--- src/rtl/clock_pkg.sv ---
// Shared types for the clock setup controller: FSM state encoding, field codes
// and a counter-width helper that keeps tiny parameters from producing zero-width vectors.
package clock_pkg;

    typedef enum logic [1:0] {
        RUN      = 2'd0,
        SET_HOUR = 2'd1,
        SET_MIN  = 2'd2,
        SET_SEC  = 2'd3
    } state_t;

    localparam logic [1:0] FIELD_HOUR = 2'd0;
    localparam logic [1:0] FIELD_MIN  = 2'd1;
    localparam logic [1:0] FIELD_SEC  = 2'd2;
    localparam logic [1:0] FIELD_NONE = 2'd3;

    function automatic int cnt_w(input int n);
        return (n <= 2) ? 1 : $clog2(n);
    endfunction

    function automatic logic [1:0] field_of(input state_t s);
        case (s)
            SET_HOUR: return FIELD_HOUR;
            SET_MIN:  return FIELD_MIN;
            SET_SEC:  return FIELD_SEC;
            default:  return FIELD_NONE;
        endcase
    endfunction

endpackage

--- src/rtl/key_repeat.sv ---
// Rising-edge strobe for a held key with delayed auto-repeat. The strobe is a
// same-cycle decision; the parent registers it onto its increment outputs.
module key_repeat
    import clock_pkg::*;
#(
    parameter int REPEAT_DELAY  = 25000000,
    parameter int REPEAT_PERIOD = 5000000
) (
    input  logic clk,
    input  logic rst,
    input  logic lvl,
    input  logic cancel,
    output logic strobe
);

    localparam int RMAX = (REPEAT_DELAY - 1 > REPEAT_PERIOD) ? REPEAT_DELAY - 1 : REPEAT_PERIOD;
    localparam int RW   = cnt_w(RMAX + 1);
    localparam logic [RW-1:0] DLY_LOAD = RW'(REPEAT_DELAY - 1);
    localparam logic [RW-1:0] PER_LOAD = RW'(REPEAT_PERIOD);
    localparam logic [RW-1:0] ONE      = RW'(1);

    logic          lvl_d_reg;
    logic          active_reg;
    logic [RW-1:0] dly_reg;

    // A rising edge always implies a release, so a cancelled repeat needs no
    // separate lock-out: it simply stays inactive until the next edge.
    assign strobe = lvl && !cancel && (!lvl_d_reg || (active_reg && dly_reg == ONE));

    always_ff @(posedge clk or posedge rst) begin
        if (rst) begin
            lvl_d_reg  <= 1'b0;
            active_reg <= 1'b0;
            dly_reg    <= '0;
        end else begin
            lvl_d_reg <= lvl;
            if (cancel || !lvl) begin
                active_reg <= 1'b0;
            end else if (!lvl_d_reg) begin
                active_reg <= 1'b1;
                dly_reg    <= DLY_LOAD;
            end else if (active_reg) begin
                dly_reg <= (dly_reg == ONE) ? PER_LOAD : dly_reg - ONE;
            end
        end
    end

endmodule

--- src/rtl/clock_setup_ctrl.sv ---
// Run/setup controller for a digital clock: 1 Hz prescaler, field selection,
// increment strobes with auto-repeat, blink of the selected field and idle timeout.
module clock_setup_ctrl
    import clock_pkg::*;
#(
    parameter int TICKS_PER_SEC = 50000000,
    parameter int REPEAT_DELAY  = 25000000,
    parameter int REPEAT_PERIOD = 5000000,
    parameter int BLINK_HALF    = 12500000,
    parameter int TIMEOUT_CYC   = 500000000
) (
    input  logic       clk,
    input  logic       rst,
    input  logic       mode_p,
    input  logic       next_p,
    input  logic       incr_lvl,
    output logic       sec_tick,
    output logic       inc_hour,
    output logic       inc_min,
    output logic       inc_sec,
    output logic       setup,
    output logic [1:0] field,
    output logic       blink
);

    localparam int PW = cnt_w(TICKS_PER_SEC);
    localparam int BW = cnt_w(BLINK_HALF);
    localparam int IW = cnt_w(TIMEOUT_CYC);
    localparam logic [PW-1:0] PRE_LAST  = PW'(TICKS_PER_SEC - 1);
    localparam logic [BW-1:0] BLK_LAST  = BW'(BLINK_HALF - 1);
    localparam logic [IW-1:0] IDLE_LAST = IW'(TIMEOUT_CYC - 1);

    state_t        state_reg;
    state_t        state_next;
    logic [PW-1:0] presc_reg;
    logic [BW-1:0] blink_cnt_reg;
    logic          blink_ph_reg;
    logic [IW-1:0] idle_reg;
    logic          key_act;
    logic          cancel;
    logic          rep_strobe;
    logic [2:0]    inc_vec;

    assign key_act = mode_p || next_p || incr_lvl;

    always_comb begin
        state_next = state_reg;
        if (state_reg == RUN) begin
            if (mode_p) state_next = SET_HOUR;
        end else if (mode_p) begin
            state_next = RUN;
        end else if (next_p) begin
            case (state_reg)
                SET_HOUR: state_next = SET_MIN;
                SET_MIN:  state_next = SET_SEC;
                default:  state_next = SET_HOUR;
            endcase
        end else if (!incr_lvl && idle_reg == IDLE_LAST) begin
            state_next = RUN;
        end
    end

    // Any state change (field switch, exit, entry) kills a running repeat;
    // holding cancel through RUN makes a key held across entry need a re-press.
    assign cancel = (state_reg == RUN) || (state_next != state_reg);

    key_repeat #(
        .REPEAT_DELAY  (REPEAT_DELAY),
        .REPEAT_PERIOD (REPEAT_PERIOD)
    ) u_key_repeat (
        .clk    (clk),
        .rst    (rst),
        .lvl    (incr_lvl),
        .cancel (cancel),
        .strobe (rep_strobe)
    );

    genvar gi;
    generate
        for (gi = 0; gi < 3; gi++) begin : g_inc
            logic inc_q;
            always_ff @(posedge clk or posedge rst) begin
                if (rst) inc_q <= 1'b0;
                else     inc_q <= rep_strobe && (state_reg == state_t'(gi + 1));
            end
            assign inc_vec[gi] = inc_q;
        end
    endgenerate

    assign inc_hour = inc_vec[0];
    assign inc_min  = inc_vec[1];
    assign inc_sec  = inc_vec[2];

    always_ff @(posedge clk or posedge rst) begin
        if (rst) begin
            state_reg     <= RUN;
            presc_reg     <= '0;
            sec_tick      <= 1'b0;
            setup         <= 1'b0;
            field         <= FIELD_NONE;
            blink_cnt_reg <= '0;
            blink_ph_reg  <= 1'b0;
            blink         <= 1'b0;
            idle_reg      <= '0;
        end else begin
            state_reg <= state_next;
            setup     <= (state_next != RUN);
            field     <= field_of(state_next);

            // Time only advances while staying in RUN, so re-entry restarts a full second.
            if (state_reg == RUN && state_next == RUN) begin
                if (presc_reg == PRE_LAST) begin
                    presc_reg <= '0;
                    sec_tick  <= 1'b1;
                end else begin
                    presc_reg <= presc_reg + PW'(1);
                    sec_tick  <= 1'b0;
                end
            end else begin
                presc_reg <= '0;
                sec_tick  <= 1'b0;
            end

            if (state_next == RUN || state_next != state_reg) begin
                blink_cnt_reg <= '0;
                blink_ph_reg  <= 1'b0;
                blink         <= 1'b0;
            end else if (blink_cnt_reg == BLK_LAST) begin
                blink_cnt_reg <= '0;
                blink_ph_reg  <= !blink_ph_reg;
                blink         <= !blink_ph_reg && !incr_lvl;
            end else begin
                blink_cnt_reg <= blink_cnt_reg + BW'(1);
                blink         <= blink_ph_reg && !incr_lvl;
            end

            if (state_reg == RUN || state_next != state_reg || key_act) idle_reg <= '0;
            else                                                       idle_reg <= idle_reg + IW'(1);
        end
    end

endmodule

--- config.mk ---
export PLATFORM = sky130hd
export DESIGN_NAME = clock_setup_ctrl
export DESIGN_NICKNAME = d
export VERILOG_FILES = /design/src/rtl/clock_pkg.sv /design/src/rtl/key_repeat.sv /design/src/rtl/clock_setup_ctrl.sv
export SDC_FILE = /design/constraint.sdc
export NUM_CORES = 1
export LEC_CHECK = 0
export BUFFER_PORTS_ARGS = -buffer_cell sky130_fd_sc_hd__buf_2
export CORE_ASPECT_RATIO = 1.1
export CORE_MARGIN = 5
export CORE_UTILIZATION = 58
export CTS_CLUSTER_SIZE = 16
export DETAILED_ROUTE_END_ITERATION = 8
export PLACE_DENSITY = 0.75
export SETUP_SLACK_MARGIN = 0.5
export SLEW_MARGIN = 20
export SYNTH_ARGS = -nofsm -noshare
export SYNTH_HDL_FRONTEND = slang
export SYNTH_SLANG_ARGS = --single-unit
--- constraint.sdc ---
create_clock -name clk -period 5.1 [get_ports clk]
set_clock_uncertainty 0.15 [all_clocks]
set_input_delay 0.765 -clock clk [delete_from_list [all_inputs] [get_ports clk]]
set_output_delay 0.765 -clock clk [all_outputs]
set_load 0.05 [all_outputs]
== Yosys cells after proc, flatten, opt, wreduce, memory -nomap -nowiden ==
Index checks and enable logic that the tools add are counted.

* Word-level logic and storage cells: 82
* Register bits after elaboration: 117

* Add/subtract/negate cells: 4
* Multiplexer cells: 23
* Bitwise gates (word level): 1
* Reduce and logical (&&, ||, !) cells: 26
* Equality and inequality tests: 13

{| class="wikitable"
|+ Operators with widths
! kind !! count
|-
| $mux 25 || 3
|-
| $mux 26 || 2
|-
| $mux 24 || 2
|-
| $add 29x1->29 const B || 1
|-
| $eq 29x29->1 const B || 1
|-
| $mux 29 || 1
|-
| $add 26x1->26 const B || 1
|-
| $eq 26x26->1 const B || 1
|-
| $eq 25x1->1 const B || 1
|-
| $sub 25x1->25 const B || 1
|-
| $add 24x1->24 const B || 1
|-
| $eq 24x24->1 const B || 1
|-
| $logic_and 1x1->1 || 10
|-
| $mux 2 || 5
|-
| $eq 2x2->1 const B || 4
|-
| $mux 1 || 8
|-
| $logic_or 1x1->1 || 7
|-
| $pmux 2 s3 || 1
|-
| $eq 2x1->1 const B || 2
|-
| $logic_not 1->1 || 4
|-
| $logic_not 2->1 || 2
|-
| $ne 2x2->1 const B || 2
|-
| $pmux 2 s2 || 1
|-
| $reduce_bool 2->1 || 2
|-
| 3 further kinds || 3
|}

== Logic depth before layout (Yosys ltp) ==
Gate-level depths: netlist (run 1).

* Word-level depth: 12
* Gate-level depth with buffers: 12
* Mapped depth without buffers: 10

== By module ==
From an unflattened synthesis (run 1), not the netlist that was laid out.

* Cell total of the unflattened synthesis: 650
* Area, all modules: 6064.6 um^2

{| class="wikitable"
|+ By module, submodules not included
! module !! area an instance (um^2) !! instances !! sequential area each (um^2) !! cells an instance
|-
| clock_setup_ctrl || 4451.8 || 1 || 2254.7 || 455
|-
| key_repeat || 1612.8 || 1 || 675.6 || 195
|}

== Worst setup path after synthesis (run 1) ==
No wires, ideal clock.

* Path type: input-to-reg
* From: input incr_lvl
* To: register presc_reg[10]
* Cell stages on the path: 10
* Setup slack: 2.382 ns
* Required time: 4.878 ns
* Setup time: 0.072 ns
* Arrival time: 2.495 ns
* Cell sequence: nor3_1 -> nand4_1 -> nor4_2 -> nor2_1 -> o21ai_0 -> a21o_1 -> ha_1 -> o311ai_1 -> clkbuf_1 -> nor2_1

* Word-level cells in the longest chain between the ends: 9

{| class="wikitable"
|+ Ends and longest elaborated chain
! what !! line !! text
|-
| start: declaration || clock_setup_ctrl.sv:16 || <nowiki>input logic incr_lvl,</nowiki>
|-
| $logic_not 1->1 || clock_setup_ctrl.sv:58 || <nowiki>end else if (!incr_lvl && idle_reg == IDLE_LAST) begin</nowiki>
|-
| $logic_and 1x1->1 || clock_setup_ctrl.sv:58 ||
|-
| $mux 2 || clock_setup_ctrl.sv:58 ||
|-
| $mux 2 || clock_setup_ctrl.sv:52 || <nowiki>end else if (next_p) begin</nowiki>
|-
| $mux 2 || clock_setup_ctrl.sv:50 || <nowiki>end else if (mode_p) begin</nowiki>
|-
| $mux 2 || clock_setup_ctrl.sv:48 || <nowiki>if (state_reg == RUN) begin</nowiki>
|-
| $logic_not 2->1 || clock_setup_ctrl.sv:111 || <nowiki>if (state_reg == RUN && state_next == RUN) begin</nowiki>
|-
| $logic_and 1x1->1 || clock_setup_ctrl.sv:111 ||
|-
| $mux 26 || clock_setup_ctrl.sv:111 ||
|-
| end signal: assignment || clock_setup_ctrl.sv:116 || <nowiki>presc_reg <= presc_reg + PW'(1);</nowiki>
|-
| end: declaration || clock_setup_ctrl.sv:35 || <nowiki>logic [PW-1:0] presc_reg;</nowiki>
|}

Every way passes these cells.
A chain may end at the register's enable or synchronous reset.

== Final worst setup path (run 1) ==
* From: register state_reg[0]
* To: register blink_cnt_reg[11]

* Word-level cells in the longest chain between the ends: 8
* Elaborated cells between the ends (all ways): 13
* Classes of those cells: eq/ne: 3; mux: 7; reduce/logical: 3

{| class="wikitable"
|+ Ends and longest elaborated chain
! what !! line !! text
|-
| start: declaration || clock_setup_ctrl.sv:33 || <nowiki>state_t state_reg;</nowiki>
|-
| start signal: assignment || clock_setup_ctrl.sv:106 || <nowiki>state_reg <= state_next;</nowiki>
|-
| $eq 2x2->1 or $eq 2x1->1 (tied branches) || clock_setup_ctrl.sv:53 || <nowiki>case (state_reg)</nowiki>
|-
| $pmux 2 s2 || clock_setup_ctrl.sv:53 ||
|-
| $mux 2 || clock_setup_ctrl.sv:52 ||
|-
| $mux 2 || clock_setup_ctrl.sv:50 ||
|-
| $mux 2 || clock_setup_ctrl.sv:48 ||
|-
| $ne 2x2->1 or $logic_not 2->1 (tied branches) || clock_setup_ctrl.sv:124 || <nowiki>if (state_next == RUN || state_next != state_reg) begin</nowiki>
|-
| $logic_or 1x1->1 * || clock_setup_ctrl.sv:124 ||
|-
| $mux 24 * || clock_setup_ctrl.sv:124 ||
|-
| end signal: assignment || clock_setup_ctrl.sv:133 || <nowiki>blink_cnt_reg <= blink_cnt_reg + BW'(1);</nowiki>
|-
| end: declaration || clock_setup_ctrl.sv:36 || <nowiki>logic [BW-1:0] blink_cnt_reg;</nowiki>
|}

Every way passes the cells marked *; elsewhere a longest branch is shown, timed or not.

==> summary.txt, run 1 <==
Outcome
  • Run status: completed

Worst setup path
  • Critical path endpoint category: flop
  • Top Family by Delay on Critical Path: simple AND/OR/NAND/NOR gates
  • Worst path buffer plus inverter count: 1
  • CP arrival: 3.59 ns
  • Crit-path max cell delay: 0.74 ns
  • Worst Path Max Fanout: 29
  • Crit-path cells: inv_1 -> ha_1 -> nor3b_1 -> o21ai_0 -> o31ai_1 -> o22ai_4 -> nand4_1 -> nor2_1
  • Required @ worst endpoint: 5.28 ns
  • Startpoint types: flop
  • Slowest cell on crit path: nand4_1
  • Crit path kind: flop to flop

Cells and area
  • Final #Nets: 670
  • Layout cells sized above 1: 0.09309
  • Max reg flops: 29
  • Fill cell count: 819
  • Diodes inserted: 0
  • Area Growth Syn to Fin: 14.13%

Power and ir drop
  • Pwr Density: 438.8 nW/um2
  • Lkg Pwr: 2.874 nW
  • Switching portion of total power: 0.3175
  • Sequential share of power: 0.372
  • Combinational share of power: 0.201
  • Worst VDD drop: 0.2765 mV
  • Psw: 0.9576 mW
  • Clock power share: 0.427
  • Internal power: 2.059 mW

Routing
  • DR pass1 iterations: 5
  • Routed Wire Length: 12.79 mm
  • DRC errors left: 0
  • 1st-iter DRT viols: 239
  • Via density: 5.857
  • Wire per inst: 15.81 um
  • Vias after detailed routing: 4,738
  • Post-DRT Antenna Nets: 0

Clock network
  • Clock Path Buffers: 2
  • Post-CTS sizing: 0
  • Hold Buf Count CTS: 0
  • Clock Latency Late Sink: 0.42 ns
  • CTS clk-pin slew, worst paths: 0.05 ns
  • CTS tree: yes
  • Setup repair bufs after CTS: 0
  • TritonCTS Sinks: 117
  • Root buffer cell: clkbuf_16
  • TritonCTS Buffers: 17
  • H-tree levels: 4

Yosys
  • Post-synthesis average cell area: 9.426 um2
  • Xor and xnor area share after synthesis: 0.1061
  • Fraction of registers with async set/reset: 1.000
  • Cells after synthesis: 639
  • Main flop type after synthesis: dfrtp_1
  • Number of synthesized flops with an enable pin: 0
  • Synth warnings: 0
  • Yosys cell types: 52
  • Yosys reg bits: 117
  • Mapped Area: 6023 um2
  • Post-synth net total: 656
  • Synth Area in Compound Gates: 0.08953
  • Sequential share of the synthesized area: 0.4865
  • Largest family of logic cells by synthesized area: simple AND/OR/NAND/NOR gates
  • Adder-cell share of the synthesized area: 0.02493
  • Mux cell area share after synthesis: 0
  • Post-synthesis simple-gate area fraction: 0.2640

Floorplan
  • Die Ht: 116.9 um
  • Boundary pin count: 13
  • Die X: 107.2 um
  • DIE AREA: 12,530 um2
  • Initial Util: 0.5850
  • Core Rows: 39
  • Core ar.: 10,300 um2

Place
  • PortBufs: 12
  • RePlAce Congestion: 0.8368
  • DP HPWL: 8.193 mm
  • Pre-CTS setup slack: 1.321 ns

Timing
  • Setup TNS: 0 ns
  • Final period util: 0.6690
  • Hold Fails Final Rpt: 0
  • Final setup fails: 0
  • Tightest Pin Transition: 1.065 ns
  • Max-slew violation count: 0
  • RSZ-0062 raised after global routing: no
  • Worst setup margin: 1.688 ns
  • Max Clock Freq: 0.2931 GHz
  • Slew margin rel.: 0.2843
  • Final min period: 3.412 ns

Flow run
  • Maxcap violations: 0

Global routing
  • Total track usage: 0.2204
  • Total gr overflow: 0
  • Initial antenna violation count: 0
  • Wire length of the first global-routing pass: 22.13 mm
  • Vias in the first global route: 4,742
  • Pin count of the biggest net entering global routing: 88

Hold path
  • Worst Hold Class: flop to flop
-- per-layer routing --
metal / wire length (um) / up-vias / track usage
li1: - / 2295 / -
met1: 5770 / 2318 / 0.2864
met2: 6259 / 107 / 0.3559
met3: 580 / 18 / 0.06199
met4: 179 / 0 / 0.08099
met5: 0 / - / 0
-- power groups by stage --
stage | Sequential (mW) | Combinational (mW) | Clock, mW
2_1_floorplan | 1.16 | 0.406 | 0
3_3_place_gp | 1.13 | 0.571 | 0
3_5_place_dp | 1.13 | 0.598 | 0
4_1_cts | 1.12 | 0.601 | 1.30
5_1_grt | 1.14 | 0.674 | 1.35
6_report | 1.12 | 0.607 | 1.29
-- cells in the mapped netlist (all sizes together) (3+ instances only) --
master,n,share of area
a22o,12,0.018
o31ai,8,0.010
inv,23,0.014
or4,5,0.0075
dfrtp,115,0.48
nand4,24,0.025
buf,8,0.0064
or3,13,0.015
nor2b,3,0.0031
clkbuf,13,0.0081
ha,12,0.025
a21oi,9,0.0075
nand3,50,0.042
xor2,46,0.067
xnor2,27,0.039
o21ai,25,0.021
and3,17,0.018
and4,7,0.010
nor2,101,0.063
a31oi,13,0.014
nor4,12,0.017
nor3,17,0.014
and2,3,0.0031
nand2,45,0.028
-- through the flow --
stage / util / hold slack [ns] / power (mW) / cells / cell area, um2
finish: 0.6676 / 0.3275 / 3.016 / 809 / 6874
global route: 0.6676 / 0.3620 / 3.158 / 809 / 6874
CTS: 0.6667 / 0.3351 / 3.023 / 809 / 6864
detailed placement: 0.6042 / 0.3246 / 1.730 / 777 / 6221
global placement: 0.6042 / 0.3213 / 1.699 / 777 / 6221
floorplan: - / 0.2938 / 1.566 / 639 / 6023
-- final cells by class --
cell class	count	area [um2]	area share
Sequential cell	117	2930	0.4263
Multi-Input combinational cell	478	2940	0.4277
Inverter	23	91.34	0.01329
Tap cell	143	178.9	0.02603
Clock inverter	11	172.7	0.02512
Clock buffer	21	470.5	0.06844
Timing Repair Buffer	16	90.09	0.01311
-- layout by cell type (no fill, tap or decap), types with 8 or more instances in the layout --
cell,n
dfrtp_1,115
nor2_1,101
nand3_1,50
xor2_1,46
nand2_1,45
xnor2_1,27
o21ai_0,25
nand4_1,24
inv_1,22
and3_1,17
nor3_1,17
clkbuf_16,17
a31oi_1,13
ha_1,12
buf_2,12
or3_1,11
a22o_1,11
a21oi_1,9
nor4_1,9
o31ai_1,8
-- kinds of logic (layout without fill, tap and decap cells) --
logic type / count (synthesis) / count (layout)
AND/OR/NAND/NOR: 311 / 311
AO/OA/AOI/OAI: 82 / 82
adder cells (fa/ha/maj): 12 / 12
buffers and inverters: 44 / 71
flip-flops: 117 / 117
XOR/XNOR: 73 / 73
-- final timing paths --
check	slack, ns	cells past startpoint	endpoint	startpoint
max in group asynchronous	3.51	3	u_key_repeat.dly_reg[17]	rst
setup reg to reg	1.69	8	blink_cnt_reg[11]	state_reg[0]
setup / recovery	1.69	8	blink_cnt_reg[11]	state_reg[0]
hold / removal	0.33	1	idle_reg[0]	idle_reg[0]
min in group asynchronous	0.34	2	idle_reg[14]	rst
hold reg to reg	0.33	1	idle_reg[0]	idle_reg[0]
Note: power is estimated with default switching activity, not from simulation.
==> run 2: changes to the inputs <==
- CORE_UTILIZATION: 58 -> 57
- PLACE_DENSITY: 0.75 -> 0.76
- clock period: 5.1 -> 3 ns (I/O delays scaled with it)
==> run 2 against run 1 <==
Net effect:
- flip-flop and latch count is the same
- core utilization up 8.5 points
- final area is 13% higher
- hold slack got worse by 0.26 ns
- worst setup slack lost 1.5 ns
- via count is 9.8% higher
- critical path type unchanged
- combinational power rose to 2.9 times the previous value
- sequential share of layout area shrank 4.9 points
- first-iteration DRC count is 68% higher
- largest power group unchanged
- highest routed layer unchanged
==> summary.txt, run 2 (synthesis gave the netlist of run 1 again) <==
Timing
  • WHS: 0.06331 ns (-0.2642 ns)
  • Tightest Pin Transition: 0.7086 ns (-0.3568 ns)
  • Max-slew violation count: 0 (unchanged)
  • Final period util: 0.9224 (+0.2535)
  • RSZ-0062 raised after global routing: yes
  • Hold Fails Final Rpt: 0 (unchanged)
  • Setup TNS: 0 ns (unchanged)
  • Slew margin rel.: 0.5232 (+0.2390)
  • Final setup fails: 0 (unchanged)
  • Max Clock Freq: 0.3614 GHz (+23%)
  • Final min period: 2.767 ns (-0.6444 ns)

Worst setup path
  • Reg-to-Reg End: blink_cnt_reg[12]
  • Flop-to-flop setup slack: 0.23 ns (-1.46 ns)
  • Critical path endpoint category: flop
  • Stages on the worst setup path: 11 (+3)
  • Launch point of the critical path: idle_reg[9]
  • Top Family by Delay on Critical Path: simple AND/OR/NAND/NOR gates
  • Crit-path max cell delay: 0.44 ns (-0.30 ns)
  • Critical path endpoint: blink_cnt_reg[12]
  • Worst Path Max Fanout: 8 (-72%)
  • Startpoint types: flop
  • RR Startpoint: idle_reg[9]
  • Reg2reg path depth: 11 (+3)
  • Crit path kind: flop to flop
  • Required @ worst endpoint: 3.16 ns (-2.12 ns)
  • Worst path buffer plus inverter count: 2 (+1)
  • Slowest cell on crit path: dfrtp_2
  • Crit-path cells: nor4bb_1 -> nand4_1 -> nor4_4 -> nor2_1 -> o21ai_2 -> a21o_1 -> ha_4 -> inv_4 -> nand4_1 -> buf_6 -> nor2_1
  • CP arrival: 2.92 ns (-0.67 ns)

Cells and area
  • Final Instance Area: 7782 um2 (+13%)
  • Highest-count cells in the layout ignoring fill and taps: dfrtp_1, nor2_1, nand3_1, xor2_1, buf_4
  • Area Growth Syn to Fin: 29.21%
  • Final #Nets: 726 (+8.4%)
  • Max reg flops: 29 (unchanged)
  • Diodes inserted: 0 (unchanged)
  • Fill cell count: 689 (-16%)
  • Area of the multi-input gates: 3279 um2 (+12%)
  • Most common cell after layout, fill and taps aside: dfrtp_1
  • Layout cells sized above 1: 0.2493 (+0.1562)
  • Register Area: 2934 um2 (+0.13%)

Flow run
  • Maxcap violations: 0 (unchanged)

Power and ir drop
  • Total Power Consumption: 5.770 mW (+91%)
  • Lkg Pwr: 3.245 nW (+13%)
  • Worst VDD drop: 0.6658 mV (+140%)
  • Pwr Density: 741.4 nW/um2 (+69%)

Global routing
  • Initial antenna violation count: 0 (unchanged)
  • Total track usage: 0.2255 (+0.005049)
  • Wire length of the first global-routing pass: 23.05 mm (+4.2%)
  • Pin count of the biggest net entering global routing: 118 (+34%)
  • Total gr overflow: 0 (unchanged)
  • Vias in the first global route: 5,053 (+6.6%)

Hold path
  • Worst Hold Class: primary input to async pin

Floorplan
  • Die Ht: 117.8 um (+0.80%)
  • Boundary pin count: 13 (unchanged)
  • DIE AREA: 12,730 um2 (+1.6%)
  • Initial Util: 0.5822 (-0.002759)
  • Die X: 108.0 um (+0.79%)
  • Core Rows: 39 (unchanged)
  • Core ar.: 10,340 um2 (+0.47%)

Clock network
  • H-tree levels: 4 (unchanged)
  • TritonCTS Sinks: 117 (unchanged)
  • Clock Latency Late Sink: 0.42 ns (about the same)
  • CTS tree: yes
  • TritonCTS Buffers: 17 (unchanged)
  • Root buffer cell: clkbuf_16
  • Clock Path Buffers: 2 (unchanged)
  • CTS clk-pin slew, worst paths: 0.05 ns (about the same)

Routing
  • DR pass1 iterations: 7 (+2)
  • Via density: 6.015 (+2.7%)
  • Post-DRT Antenna Nets: 0 (unchanged)
  • Vias after detailed routing: 5,203 (+9.8%)
  • Wire per inst: 17.50 um (+11%)
  • DRC errors left: 0 (unchanged)
  • 1st-iter DRT viols: 401 (+68%)
  • Routed Wire Length: 15.14 mm (+18%)

Place
  • RePlAce Congestion: 0.8189 (-2.1%)
  • PortBufs: 12 (unchanged)
  • Area after DPL: 6317 um2 (+1.5%)
  • DP HPWL: 8.042 mm (-1.8%)

Outcome
  • Run status: completed
## run 2: worst min path at each step
stage                                  start                  endpoint  slack (ns)  depth (start not counted)
detailed placement  u_key_repeat.dly_reg[18]  u_key_repeat.dly_reg[18]        0.33                          1
global placement                 idle_reg[0]               idle_reg[0]        0.32                          1
CTS                                 incr_lvl    u_key_repeat.lvl_d_reg        0.08                          1
global route                        incr_lvl    u_key_repeat.lvl_d_reg        0.09                          1
finish                                   rst               idle_reg[1]        0.06                          3
floorplan           u_key_repeat.dly_reg[18]  u_key_repeat.dly_reg[18]        0.29                          1
## run 2: final cells by class
cell class | instances | share of cell area
clock buffer | 21 | 0.05788
sequential | 117 | 0.3770
clock inverter | 11 | 0.02026
multi-input combinational | 478 | 0.4214
tap | 143 | 0.02299
inverter | 23 | 0.01238
timing repair buffer | 72 | 0.08810
## run 2: stage by stage
stage                     utilization  instances  setup slack (ns)
after floorplan                     -        639            0.5016
after global placement         0.6107        784            0.1887
after detailed placement       0.6107        784           0.02797
after CTS                      0.6928        831            0.3381
after global routing           0.7523        865            0.1509
final                          0.7523        865            0.2327
## run 2: timing repair
item / 4_1_cts / 5_1_grt
pin swaps: 12 / 30
gates resized for setup: 32 / 72
setup endpoints to repair: 110 / 110
setup buffers: 14 / 28
hold buffers: 0 / 0
endpoints found under the hold margin: 0 / 0
gates cloned: 1 / 6
## run 2: tightest hold or removal path, delay by kind of cell
family / cells / cell delay, ns
buf+inv: 3 / 0.65
## run 2: metal layers
layer  vias to the layer above  track usage  routed length (um)
met5                         -            0                   0
met4                         0      0.08051                 369
met3                        36      0.06473                 839
met2                       168       0.3698                7866
met1                      2608       0.2830                6064
li1                       2391            -                   -
## run 2: where the power goes
part | internal, mW | switching, mW | total [mW]
clock | 1.40 | 0.703 | 2.10
sequential | 1.75 | 0.174 | 1.92
combinational | 0.701 | 1.05 | 1.75
==> run 3: changes to the inputs <==
- BUFFER_PORTS_ARGS: -buffer_cell sky130_fd_sc_hd__buf_2 -> -buffer_cell sky130_fd_sc_hd__buf_4
==> run 3 against run 2 <==
Net effect:
- via count down 3.3%
- final cell count down 1.8%
- fmax up 4.0%
- core utilization down 3.1 points
- critical path depth unchanged
- sequential power about the same
- wire length down 8.2%
- global-route usage down 0.31 points
==> summary.txt, run 3 (synthesis gave the netlist of run 1 again) <==
Global routing
  • Total gr overflow: 0 (unchanged)
  • Busiest grt layer: met2
  • Pin count of the biggest net entering global routing: 118 (unchanged)
  • Met1 GRT Util: 0.2771 (-0.005915)
  • Wire length of the first global-routing pass: 22.87 mm (-0.81%)
  • Vias in the first global route: 4,949 (-2.1%)
  • GR Util met2: 0.3701 (+0.0003888)
  • Global routing usage on met3: 0.05101 (-0.01371)
  • Total track usage: 0.2224 (-0.003127)
  • Initial antenna violation count: 0 (unchanged)

Place
  • PortBufs: 12 (unchanged)
  • Area after DPL: 6362 um2 (+0.71%)
  • DP Cell Count: 786 (+0.26%)
  • DP HPWL: 8.172 mm (+1.6%)
  • RePlAce Congestion: 0.8357 (+2.1%)

Cells and area
  • Final #Nets: 711 (-2.1%)
  • Area Growth Syn to Fin: 23.93%
  • Most common cell after layout, fill and taps aside: dfrtp_1
  • Final Instance Area: 7465 um2 (-4.1%)
  • Layout cells sized above 1: 0.2082 (-0.04109)
  • Max reg flops: 29 (unchanged)
  • Diodes inserted: 0 (unchanged)
  • Highest-count cells in the layout ignoring fill and taps: dfrtp_1, nor2_1, nand3_1, xor2_1, buf_4
  • Non-filler cells, final: 849 (-1.8%)

Clock network
  • Clock Latency Late Sink: 0.42 ns (about the same)
  • Hold Buf Count CTS: 0 (unchanged)
  • TritonCTS Sinks: 117 (unchanged)
  • H-tree levels: 4 (unchanged)
  • CTS tree: yes
  • Root buffer cell: clkbuf_16
  • CTS clk-pin slew, worst paths: 0.06 ns (about the same)
  • Clock Path Buffers: 2 (unchanged)
  • TritonCTS Buffers: 17 (unchanged)

Worst setup path
  • RR Startpoint: idle_reg[17]
  • Crit-path cells: nor4b_2 -> nand4_1 -> nor4_4 -> nor2_1 -> o21ai_1 -> a21o_1 -> ha_4 -> inv_4 -> nand4_1 -> buf_6 -> nor2b_1
  • Crit path kind: flop to flop
  • Critical path endpoint category: flop
  • Slowest cell on crit path: nor4_4
  • Startpoint types: flop
  • Required @ worst endpoint: 3.16 ns (about the same)
  • Worst Path Max Fanout: 8 (unchanged)
  • Reg-to-Reg End: blink_cnt_reg[20]
  • Crit-path max cell delay: 0.42 ns (-0.02 ns)
  • Reg2reg path depth: 11 (unchanged)
  • Crit-path most repeated cell: nand4_1
  • Worst path buffer plus inverter count: 2 (unchanged)
  • Flop-to-flop setup slack: 0.34 ns (+0.11 ns)
  • Top Family by Delay on Critical Path: simple AND/OR/NAND/NOR gates
  • CP arrival: 2.82 ns (-0.10 ns)

Timing
  • RSZ-0062 raised after global routing: yes
  • Hold Fails Final Rpt: 0 (unchanged)
  • Slew margin rel.: 0.5503 (+0.02707)
  • Max Clock Freq: 0.3759 GHz (+4.0%)
  • Max-slew violation count: 0 (unchanged)
  • Setup TNS: 0 ns (unchanged)
  • Final setup fails: 0 (unchanged)
  • Tightest Pin Transition: 0.6684 ns (-0.04024 ns)
  • Final period util: 0.8868 (-0.03566)
  • Final min period: 2.660 ns (-0.1070 ns)

Routing
  • DR pass1 iterations: 5 (-2)
  • Via density: 5.925 (-1.5%)
  • DRC errors left: 0 (unchanged)
  • Post-DRT Antenna Nets: 0 (unchanged)
  • Routed Wire Length: 13.91 mm (-8.2%)
  • Vias after detailed routing: 5,030 (-3.3%)
  • 1st-iter DRT viols: 402 (+0.25%)
  • Wire per inst: 16.38 um (-6.4%)

Floorplan
  • Initial Util: 0.5822 (unchanged)
  • DIE AREA: 12,730 um2 (unchanged)
  • Die Ht: 117.8 um (unchanged)
  • Boundary pin count: 13 (unchanged)
  • Die X: 108.0 um (unchanged)
  • Core Rows: 39 (unchanged)
  • Core ar.: 10,340 um2 (unchanged)

Flow run
  • Maxcap violations: 0 (unchanged)

Outcome
  • Run status: completed

Power and ir drop
  • Worst VDD drop: 0.5682 mV (-15%)
  • Lkg Pwr: 3.113 nW (-4.0%)
  • Pwr Density: 727.7 nW/um2 (-1.9%)

Hold path
  • Worst Hold Class: primary input to async pin
## run 3: through the flow
step / setup WS, ns / power [mW] / hold WS (ns) / util
after CTS: 0.3032 / 5.299 / 0.04668 / 0.7008
after global routing: 0.1613 / 5.673 / 0.05530 / 0.7216
after detailed placement: 0.03621 / 3.021 / 0.3252 / 0.6150
after global placement: 0.1837 / 2.981 / 0.3184 / 0.6150
final: 0.3396 / 5.432 / 0.05702 / 0.7216
after floorplan: 0.5016 / 2.699 / 0.2938 / -
## run 3: how the worst max path moves through the flow
stage,startpoint,to,slack (ns),depth (start not counted)
final,idle_reg[17],blink_cnt_reg[20],0.34,11
after global routing,idle_reg[15],blink_cnt_reg[10],0.16,11
after CTS,idle_reg[26],blink_cnt_reg[20],0.30,11
after detailed placement,state_reg[0],u_key_repeat.dly_reg[11],0.04,8
after global placement,state_reg[0],u_key_repeat.dly_reg[18],0.18,8
after floorplan,u_key_repeat.dly_reg[1],u_key_repeat.dly_reg[4],0.50,9
## run 3: layout make-up
cell class	count	area, um2
Timing Repair Buffer	57	490.5
Fill cell	721	2880
Multi-Input combinational cell	478	3166
Sequential cell	117	2938
Clock inverter	8	97.59
Clock buffer	23	498.0
Inverter	23	96.34
Tap cell	143	178.9
## run 3: layer usage
| layer | part of all wire | wire length, um |
|---|---|---|
| met4 | 0.026 | 359 |
| met3 | 0.040 | 559 |
| met5 | 0 | 0 |
| met1 | 0.42 | 5885 |
| met2 | 0.51 | 7102 |
## run 3: where the power goes
group / total, mW / switching [mW] / internal, mW / leakage, nW
registers: 1.93 / 0.187 / 1.75 / 1.54
logic: 1.47 / 0.885 / 0.588 / 1.29
clock network: 2.02 / 0.703 / 1.32 / 0.287
total: 5.43 / 1.77 / 3.66 / 3.11
## run 3: tightest hold or removal path, delay by kind of cell
kind / cells / cell delay, ns
buffers and inverters: 3 / 0.65
## run 3: repair_timing
| item | in CTS | in global routing |
|---|---|---|
| setup endpoints to repair | 111 | 110 |
| resized for setup | 42 | 24 |
| pin swaps | 21 | 16 |
| gates cloned | 1 | 0 |
| setup buffers | 18 | 13 |
